`src/rtl/level_range_reducer_if.sv`:
```
// Handshake bundle for level_range_reducer: input side (score/value_in) and result side.
// The block drives in_ready/out_valid/value_out/level_out through the slave modport.
interface level_range_reducer_if #(
    parameter int DATA_W     = 7,
    parameter int SCORE_W    = 7,
    parameter int NUM_LEVELS = 4
);
    localparam int LEVEL_W = (NUM_LEVELS > 1) ? $clog2(NUM_LEVELS) : 1;

    logic               in_valid;
    logic               in_ready;
    logic [SCORE_W-1:0] score;
    logic [DATA_W-1:0]  value_in;
    logic               out_valid;
    logic               out_ready;
    logic [DATA_W-1:0]  value_out;
    logic [LEVEL_W-1:0] level_out;

    modport master (
        output in_valid, score, value_in, out_ready,
        input  in_ready, out_valid, value_out, level_out
    );

    modport slave (
        input  in_valid, score, value_in, out_ready,
        output in_ready, out_valid, value_out, level_out
    );
endinterface

```
`src/rtl/level_range_reducer.sv`:
```
// Score-driven range reducer: value_in mod ((level+1)*LEVEL_STEP) by restoring shift-subtract.
// Optional LRR_FAST_PATH_EN: values already below the modulus bypass the REDUCE state.
module level_range_reducer #(
    parameter int DATA_W     = 7,
    parameter int SCORE_W    = 7,
    parameter int LEVEL_STEP = 25,
    parameter int NUM_LEVELS = 4
) (
    input logic                clk,
    input logic                rst,
    level_range_reducer_if.slave bus
);
    localparam int LEVEL_W = (NUM_LEVELS > 1) ? $clog2(NUM_LEVELS) : 1;
    localparam int MOD_W   = $clog2(NUM_LEVELS * LEVEL_STEP + 1);
    localparam int IDX_W   = (DATA_W > 1) ? $clog2(DATA_W) : 1;

    typedef enum logic [1:0] {IDLE, REDUCE, DONE} state_t;

    state_t state, state_nxt;

    logic [DATA_W-1:0]  val_q;
    logic [MOD_W-1:0]   mod_q;
    logic [LEVEL_W-1:0] lvl_q;
    logic [MOD_W:0]     rem_q;
    logic [IDX_W-1:0]   idx_q;
    logic [DATA_W-1:0]  value_out_q;
    logic [LEVEL_W-1:0] level_out_q;

    logic [LEVEL_W-1:0] lvl_c;
    logic [MOD_W-1:0]   mod_c;
    logic               fast_hit;
    logic [MOD_W:0]     rem_shift;
    logic [MOD_W:0]     rem_next;

    // Level is a thermometer count of threshold crossings; no divider needed.
    always_comb begin
        lvl_c = '0;
        for (int unsigned k = 1; k < NUM_LEVELS; k++) begin
            if (32'(bus.score) >= k * LEVEL_STEP)
                lvl_c = lvl_c + LEVEL_W'(1);
        end
        mod_c = MOD_W'((32'(lvl_c) + 1) * LEVEL_STEP);
    end

    always_comb begin
`ifdef LRR_FAST_PATH_EN
        fast_hit = 32'(bus.value_in) < 32'(mod_c);
`else
        fast_hit = 1'b0;
`endif
    end

    always_comb begin
        rem_shift = (rem_q << 1) | (MOD_W+1)'(val_q[idx_q]);
        rem_next  = rem_shift;
        if (rem_shift >= {1'b0, mod_q})
            rem_next = rem_shift - {1'b0, mod_q};
    end

    always_ff @(posedge clk) begin
        if (!rst) state <= IDLE;
        else      state <= state_nxt;
    end

    always_comb begin
        state_nxt     = state;
        bus.in_ready  = 1'b0;
        bus.out_valid = 1'b0;
        case (state)
            IDLE: begin
                bus.in_ready = 1'b1;
                if (bus.in_valid)
                    state_nxt = fast_hit ? DONE : REDUCE;
            end
            REDUCE: begin
                if (idx_q == '0)
                    state_nxt = DONE;
            end
            DONE: begin
                bus.out_valid = 1'b1;
                if (bus.out_ready)
                    state_nxt = IDLE;
            end
            default: state_nxt = IDLE;
        endcase
    end

    always_ff @(posedge clk) begin
        if (!rst) begin
            val_q       <= '0;
            mod_q       <= '0;
            lvl_q       <= '0;
            rem_q       <= '0;
            idx_q       <= '0;
            value_out_q <= '0;
            level_out_q <= '0;
        end else begin
            case (state)
                IDLE: begin
                    if (bus.in_valid) begin
                        val_q <= bus.value_in;
                        mod_q <= mod_c;
                        lvl_q <= lvl_c;
                        rem_q <= '0;
                        idx_q <= IDX_W'(DATA_W - 1);
                        if (fast_hit) begin
                            value_out_q <= bus.value_in;
                            level_out_q <= lvl_c;
                        end
                    end
                end
                REDUCE: begin
                    rem_q <= rem_next;
                    idx_q <= idx_q - 1'b1;
                    if (idx_q == '0) begin
                        value_out_q <= DATA_W'(rem_next);
                        level_out_q <= lvl_q;
                    end
                end
                default: ;
            endcase
        end
    end

    assign bus.value_out = value_out_q;
    assign bus.level_out = level_out_q;
endmodule

```
`src/flat_wrapper.sv`:
```
// flat-port wrapper written by rule: the top's interface ports become plain ports
module level_range_reducer_flat 
#(
    parameter int DATA_W     = 7,
    parameter int SCORE_W    = 7,
    parameter int LEVEL_STEP = 25,
    parameter int NUM_LEVELS = 4
)
  (clk, rst, bus_in_valid, bus_score, bus_value_in, bus_out_ready, bus_in_ready, bus_out_valid, bus_value_out, bus_level_out);
  level_range_reducer_if #(.DATA_W(DATA_W), .SCORE_W(SCORE_W), .NUM_LEVELS(NUM_LEVELS)) bus_i ();
  input logic clk;
  input logic rst;
  input wire logic [$bits(bus_i.in_valid)-1:0] bus_in_valid;
  input wire logic [$bits(bus_i.score)-1:0] bus_score;
  input wire logic [$bits(bus_i.value_in)-1:0] bus_value_in;
  input wire logic [$bits(bus_i.out_ready)-1:0] bus_out_ready;
  output wire logic [$bits(bus_i.in_ready)-1:0] bus_in_ready;
  output wire logic [$bits(bus_i.out_valid)-1:0] bus_out_valid;
  output wire logic [$bits(bus_i.value_out)-1:0] bus_value_out;
  output wire logic [$bits(bus_i.level_out)-1:0] bus_level_out;
  assign bus_i.in_valid = bus_in_valid;
  assign bus_i.score = bus_score;
  assign bus_i.value_in = bus_value_in;
  assign bus_i.out_ready = bus_out_ready;
  assign bus_in_ready = bus_i.in_ready;
  assign bus_out_valid = bus_i.out_valid;
  assign bus_value_out = bus_i.value_out;
  assign bus_level_out = bus_i.level_out;
  level_range_reducer #(.DATA_W(DATA_W), .SCORE_W(SCORE_W), .LEVEL_STEP(LEVEL_STEP), .NUM_LEVELS(NUM_LEVELS)) u_core (.clk(clk), .rst(rst), .bus(bus_i));
endmodule
```
`config.mk`:
```
export PLATFORM = sky130hd
export DESIGN_NAME = level_range_reducer_flat
export DESIGN_NICKNAME = d
export VERILOG_FILES = /design/src/rtl/level_range_reducer_if.sv /design/src/rtl/level_range_reducer.sv /design/src/flat_wrapper.sv
export SDC_FILE = /design/constraint.sdc
export NUM_CORES = 1
export LEC_CHECK = 0
export ABC_CLOCK_PERIOD_IN_PS = 2900
export CORE_ASPECT_RATIO = 0.7
export CORE_UTILIZATION = 48
export CTS_CLUSTER_DIAMETER = 40
export DETAILED_ROUTE_END_ITERATION = 7
export PLACE_DENSITY = 0.79
export SKIP_CTS_REPAIR_TIMING = 1
export SLEW_MARGIN = 10
export SYNTH_ARGS = -nofsm -noshare
export SYNTH_HDL_FRONTEND = slang
export SYNTH_SLANG_ARGS = --single-unit
```
`constraint.sdc`:
```
create_clock -name clk -period 2.9 [get_ports clk]
set_clock_uncertainty 0.05 [all_clocks]
set_input_delay 0.435 -clock clk [delete_from_list [all_inputs] [get_ports clk]]
set_output_delay 0.435 -clock clk [all_outputs]
set_load 0.01 [all_outputs]
```
==> results of run 1 <==
==> sequential cells by signal, summed over array words and instances, names as in the netlist <==
name and flops:
u_core.lvl_q 2, u_core.mod_q 4, u_core.rem_q 7, u_core.val_q 7
u_core.bus.level_out 2, u_core.state 2, u_core.idx_q 3, u_core.bus.value_out 7
==> tightest hold or removal path: stages, from the launching register on <==
cell,delay (ps)
dfxtp_1,310
nand2_1,50
a21oi_1,50
==> placed cells by master (no fill, tap or decap), types with 8 or more instances in the layout <==
cell | Yosys | final
mux2i_1 | 9 | 8
inv_1 | 17 | 17
nand2_1 | 40 | 40
clkdlybuf4s50_1 | 0 | 28
nor2_1 | 17 | 17
ha_1 | 12 | 11
o21ai_0 | 14 | 14
a21oi_1 | 22 | 22
dfxtp_1 | 34 | 32
==> power groups by stage <==
stage / Sequential (mW) / Combinational, mW / Clock, mW
3_3_place_gp: 0.565 / 0.605 / 0
5_1_grt: 0.567 / 0.703 / 0.386
2_1_floorplan: 0.557 / 0.458 / 0
3_5_place_dp: 0.567 / 0.613 / 0
4_1_cts: 0.557 / 0.616 / 0.370
6_report: 0.560 / 0.629 / 0.361
==> routing by layer <==
| layer | vias to the layer above | routed length (um) |
|---|---|---|
| li1 | 872 | - |
| met1 | 758 | 2180 |
| met2 | 40 | 1650 |
| met3 | 8 | 243 |
| met4 | 0 | 54 |
| met5 | - | 0 |
==> worst paths after layout <==
kind / cells after the start / to / startpoint / slack [ps]
worst max-delay path: 10 / u_core.bus.value_out[0] / u_core.idx_q[0] / 120
worst min-delay path: 2 / u_core.val_q[3] / u_core.val_q[3] / 410
worst max register to register: 10 / u_core.bus.value_out[0] / u_core.idx_q[0] / 120
worst min register to register: 2 / u_core.val_q[3] / u_core.val_q[3] / 410
==> per-stage QoR <==
stage | util | area, sq um | power (mW) | setup TNS (ps) | hold WS, ps
2_1_floorplan | - | 1890 | 1.02 | 0 | 383
3_3_place_gp | 0.616 | 2250 | 1.17 | 0 | 394
3_5_place_dp | 0.616 | 2250 | 1.18 | -8.51 | 397
4_1_cts | 0.641 | 2340 | 1.54 | -27.2 | 407
5_1_grt | 0.647 | 2360 | 1.66 | -7.04 | 437
6_report | 0.647 | 2360 | 1.55 | 0 | 408
==> area by class of cell <==
| class | count | share of cell area |
|---|---|---|
| multi-input cells | 169 | 0.478 |
| flip-flops and latches | 34 | 0.290 |
| repair buffers | 34 | 0.138 |
| clock buffers | 7 | 0.0365 |
| inverters | 18 | 0.0286 |
| well taps | 50 | 0.0265 |
| clock inverters | 1 | 0.00212 |
==> logic make-up (layout without fill, tap and decap cells) <==
logic type                 Yosys count  after routing  synth area share
DFF                                 34             34             0.361
muxes                               11             11            0.0656
adders and majority gates           14             14             0.101
AOI/OAI and AO/OA                   58             58             0.201
xor gates and xnor gates             2              2           0.00928
buffers and inverters               26             60            0.0517
and+or+nand+nor                     84             84             0.211
==> results.md, run 1 <==
| Stage | Quantity | Reported |
|---|---|---|
| clock tree | CTS max path bufs | 2 |
| setup path | Max FO, Critical Path | 10 |
| power and ir drop | Cell area power density | 656 mW/mm^2 |
| setup path | Data arrival time at the worst-slack endpoint | 2930 ps |
| final layout | Fraction of final layout cells sized beyond drive strength 1 | 0.110 |
| power and ir drop | Net switching component of the power | 549 uW |
| yosys | Synthesized area per cell | 8.24 sq um |
| timing | Max Fclk | 0.360 GHz |
| final layout | Final cell count without fillers | 313 |
| min path | Class of the most critical hold timing path | flip-flop to flip-flop |
| power and ir drop | Switching share of total power | 0.354 |
| setup path | Worst EP required | 3050 ps |
| power and ir drop | Worst supply voltage drop on vdd | 0.406 mV |
| place | Placed instance count | 305 |
| grt | GRT Resource Usage Total | 0.221 |
| yosys | Number of synthesis warnings | 0 |
| yosys | Dominant cell by count in the synthesized netlist | nand2_1 |
| outcome | Outcome | finished, final reports clean |
| timing | Transition at the pin with the smallest max-transition slack | 524 ps |
| clock tree | Clock tree from TritonCTS | yes |
| grt | Global route hottest layer | met2 |
| place | Global placement routability congestion | 0.880 |
| place | Detailed placer's ending HPWL | 3110 um |
| yosys | Share of the yosys chip area belonging to registers | 0.361 |
| power and ir drop | Gate power share | 0.406 |
| clock tree | Clock Pin Slew Worst Setup and Hold Paths | 70 ps |
| job | # Max-Cap Violations | 0 |
| timing | Final number of max-transition violations | 0 |
| yosys | Synthesized Nets | 261 |
| setup path | Critical path cell sequence | mux4_2, mux2i_4, ha_2, inv_1, fa_1, nand3_1, and3_4, o21ai_4, or2_2, o221ai_1 |
| floorplan | Die boundary height | 54.5 um |
| grt | Met2 Use GR | 0.342 |
| setup path | Setup crit end kind | flip-flop |
| yosys | Number of enable-type register cells in the synthesized netlist | 0 |
| timing | Final setup violating endpoints | 0 |
| yosys | Library cell occupying the most area in the post-synthesis netlist | dfxtp_1 |
| floorplan | Initial Utilization | 0.517 |
| yosys | Number of synthesized register bits | 34 |
| clock tree | Clock insertion delay at the later pin of the skew report | 290 ps |
| timing | Post-layout worst setup margin | 121 ps |
| detailed routing | Routed via count divided by cell count | 5.36 |
| yosys | Synthesized instance count | 229 |
| yosys | Async set-or-reset flop fraction in the synthesized netlist | 0 |
| power and ir drop | Cell internal pwr | 1.00 mW |
| final layout | Total number of nets in the final design | 294 |
| yosys | Primary FF master, synth | dfxtp_1 |
| power and ir drop | Clock network fraction of design power | 0.233 |
| setup path | Largest incremental delay on the critical path | 530 ps |
| final layout | Diode insertion count for antenna repair | 0 |
| timing | Share of the cycle needed by the critical path after routing | 0.958 |
| power and ir drop | Leakage power summed over all cells | 0.932 nW |
| yosys | Post-synth cell types | 43 |
| clock tree | # H-tree levels | 2 |
| setup path | WP buf/inv | 1 |
| floorplan | Die area | 0.00419 sq mm |
| setup path | Critical Setup Path Class | flip-flop to flip-flop |
| timing | Final number of hold-violating endpoints | 0 |
| setup path | Library cell contributing the largest single delay on the critical path | mux4_2 |
| final layout | Area Overhead vs Synth | 25.1% |
| grt | Via count of the first global-routing pass | 1,531 |
| detailed routing | Antenna violation net count after detailed routing | 0 |
| final layout | Storage element area | 686 sq um |
| floorplan | Boundary Pins | 29 |
| floorplan | Area of the core | 0.00365 sq mm |
| grt | Routing usage on met1 | 0.304 |
| grt | Largest net degree at the start of global routing | 15 |
| detailed routing | Overall via count from detail_route | 1,678 |
| clock tree | TritonCTS Buffers | 5 |
| power and ir drop | Share of total power in sequential cells | 0.361 |
| place | Port Buf Inserts | 28 |
| grt | Gr ovfl total | 0 |
| detailed routing | Residual DRC count | 0 |
| detailed routing | Average detailed-routed wire length per instance | 13.2 um |
| clock tree | Clock sinks | 34 |
| yosys | Area of the mapped netlist | 0.00189 sq mm |
| clock tree | Root buffer cell | clkbuf_8 |
| yosys | Cell types with the largest area share after synthesis | dfxtp_1 (36%), ha_1 (8.0%), nand2_1 (8.0%) |
| grt | Antenna violations before repair | 0 |
| timing | Final critical delay including setup and external delays | 2780 ps |
| grt | First-pass GRT wire length | 6960 um |
| floorplan | Number of cell rows | 18 |
| final layout | Number of filler instances in the final layout | 341 |
| final layout | Multi-input gate area in the final layout | 0.00113 sq mm |
| grt | Met3 Use GR | 0.0500 |
| yosys | Ranking of synthesized cells by instance count | nand2_1 (40), dfxtp_1 (34), a21oi_1 (22) |
| detailed routing | Detailed Routing Iterations Pass 1 | 4 |
| detailed routing | Final wirelength | 4120 um |
| detailed routing | DRC marker count from the first detailed-route iteration | 90 |
| place | Pre-CTS setup slack | -8.51 ps |
| setup path | Cell type group with the largest total delay on the critical path | multiplexers |
| setup path | Type of element launching the critical path | flip-flop |
| yosys | Top-area cell type share of the netlist area | 0.361 |
| floorplan | Die width | 77.0 um |
| timing | Headroom to the max-slew limit | 0.649 |
Note: power is estimated with default switching activity, not from simulation.
==> run 2, diff against run 1 <==
- CAP_MARGIN: not set -> 5
==> results of run 2 <==
No change in the layout: final DEF, timing and power equal those of run 1.
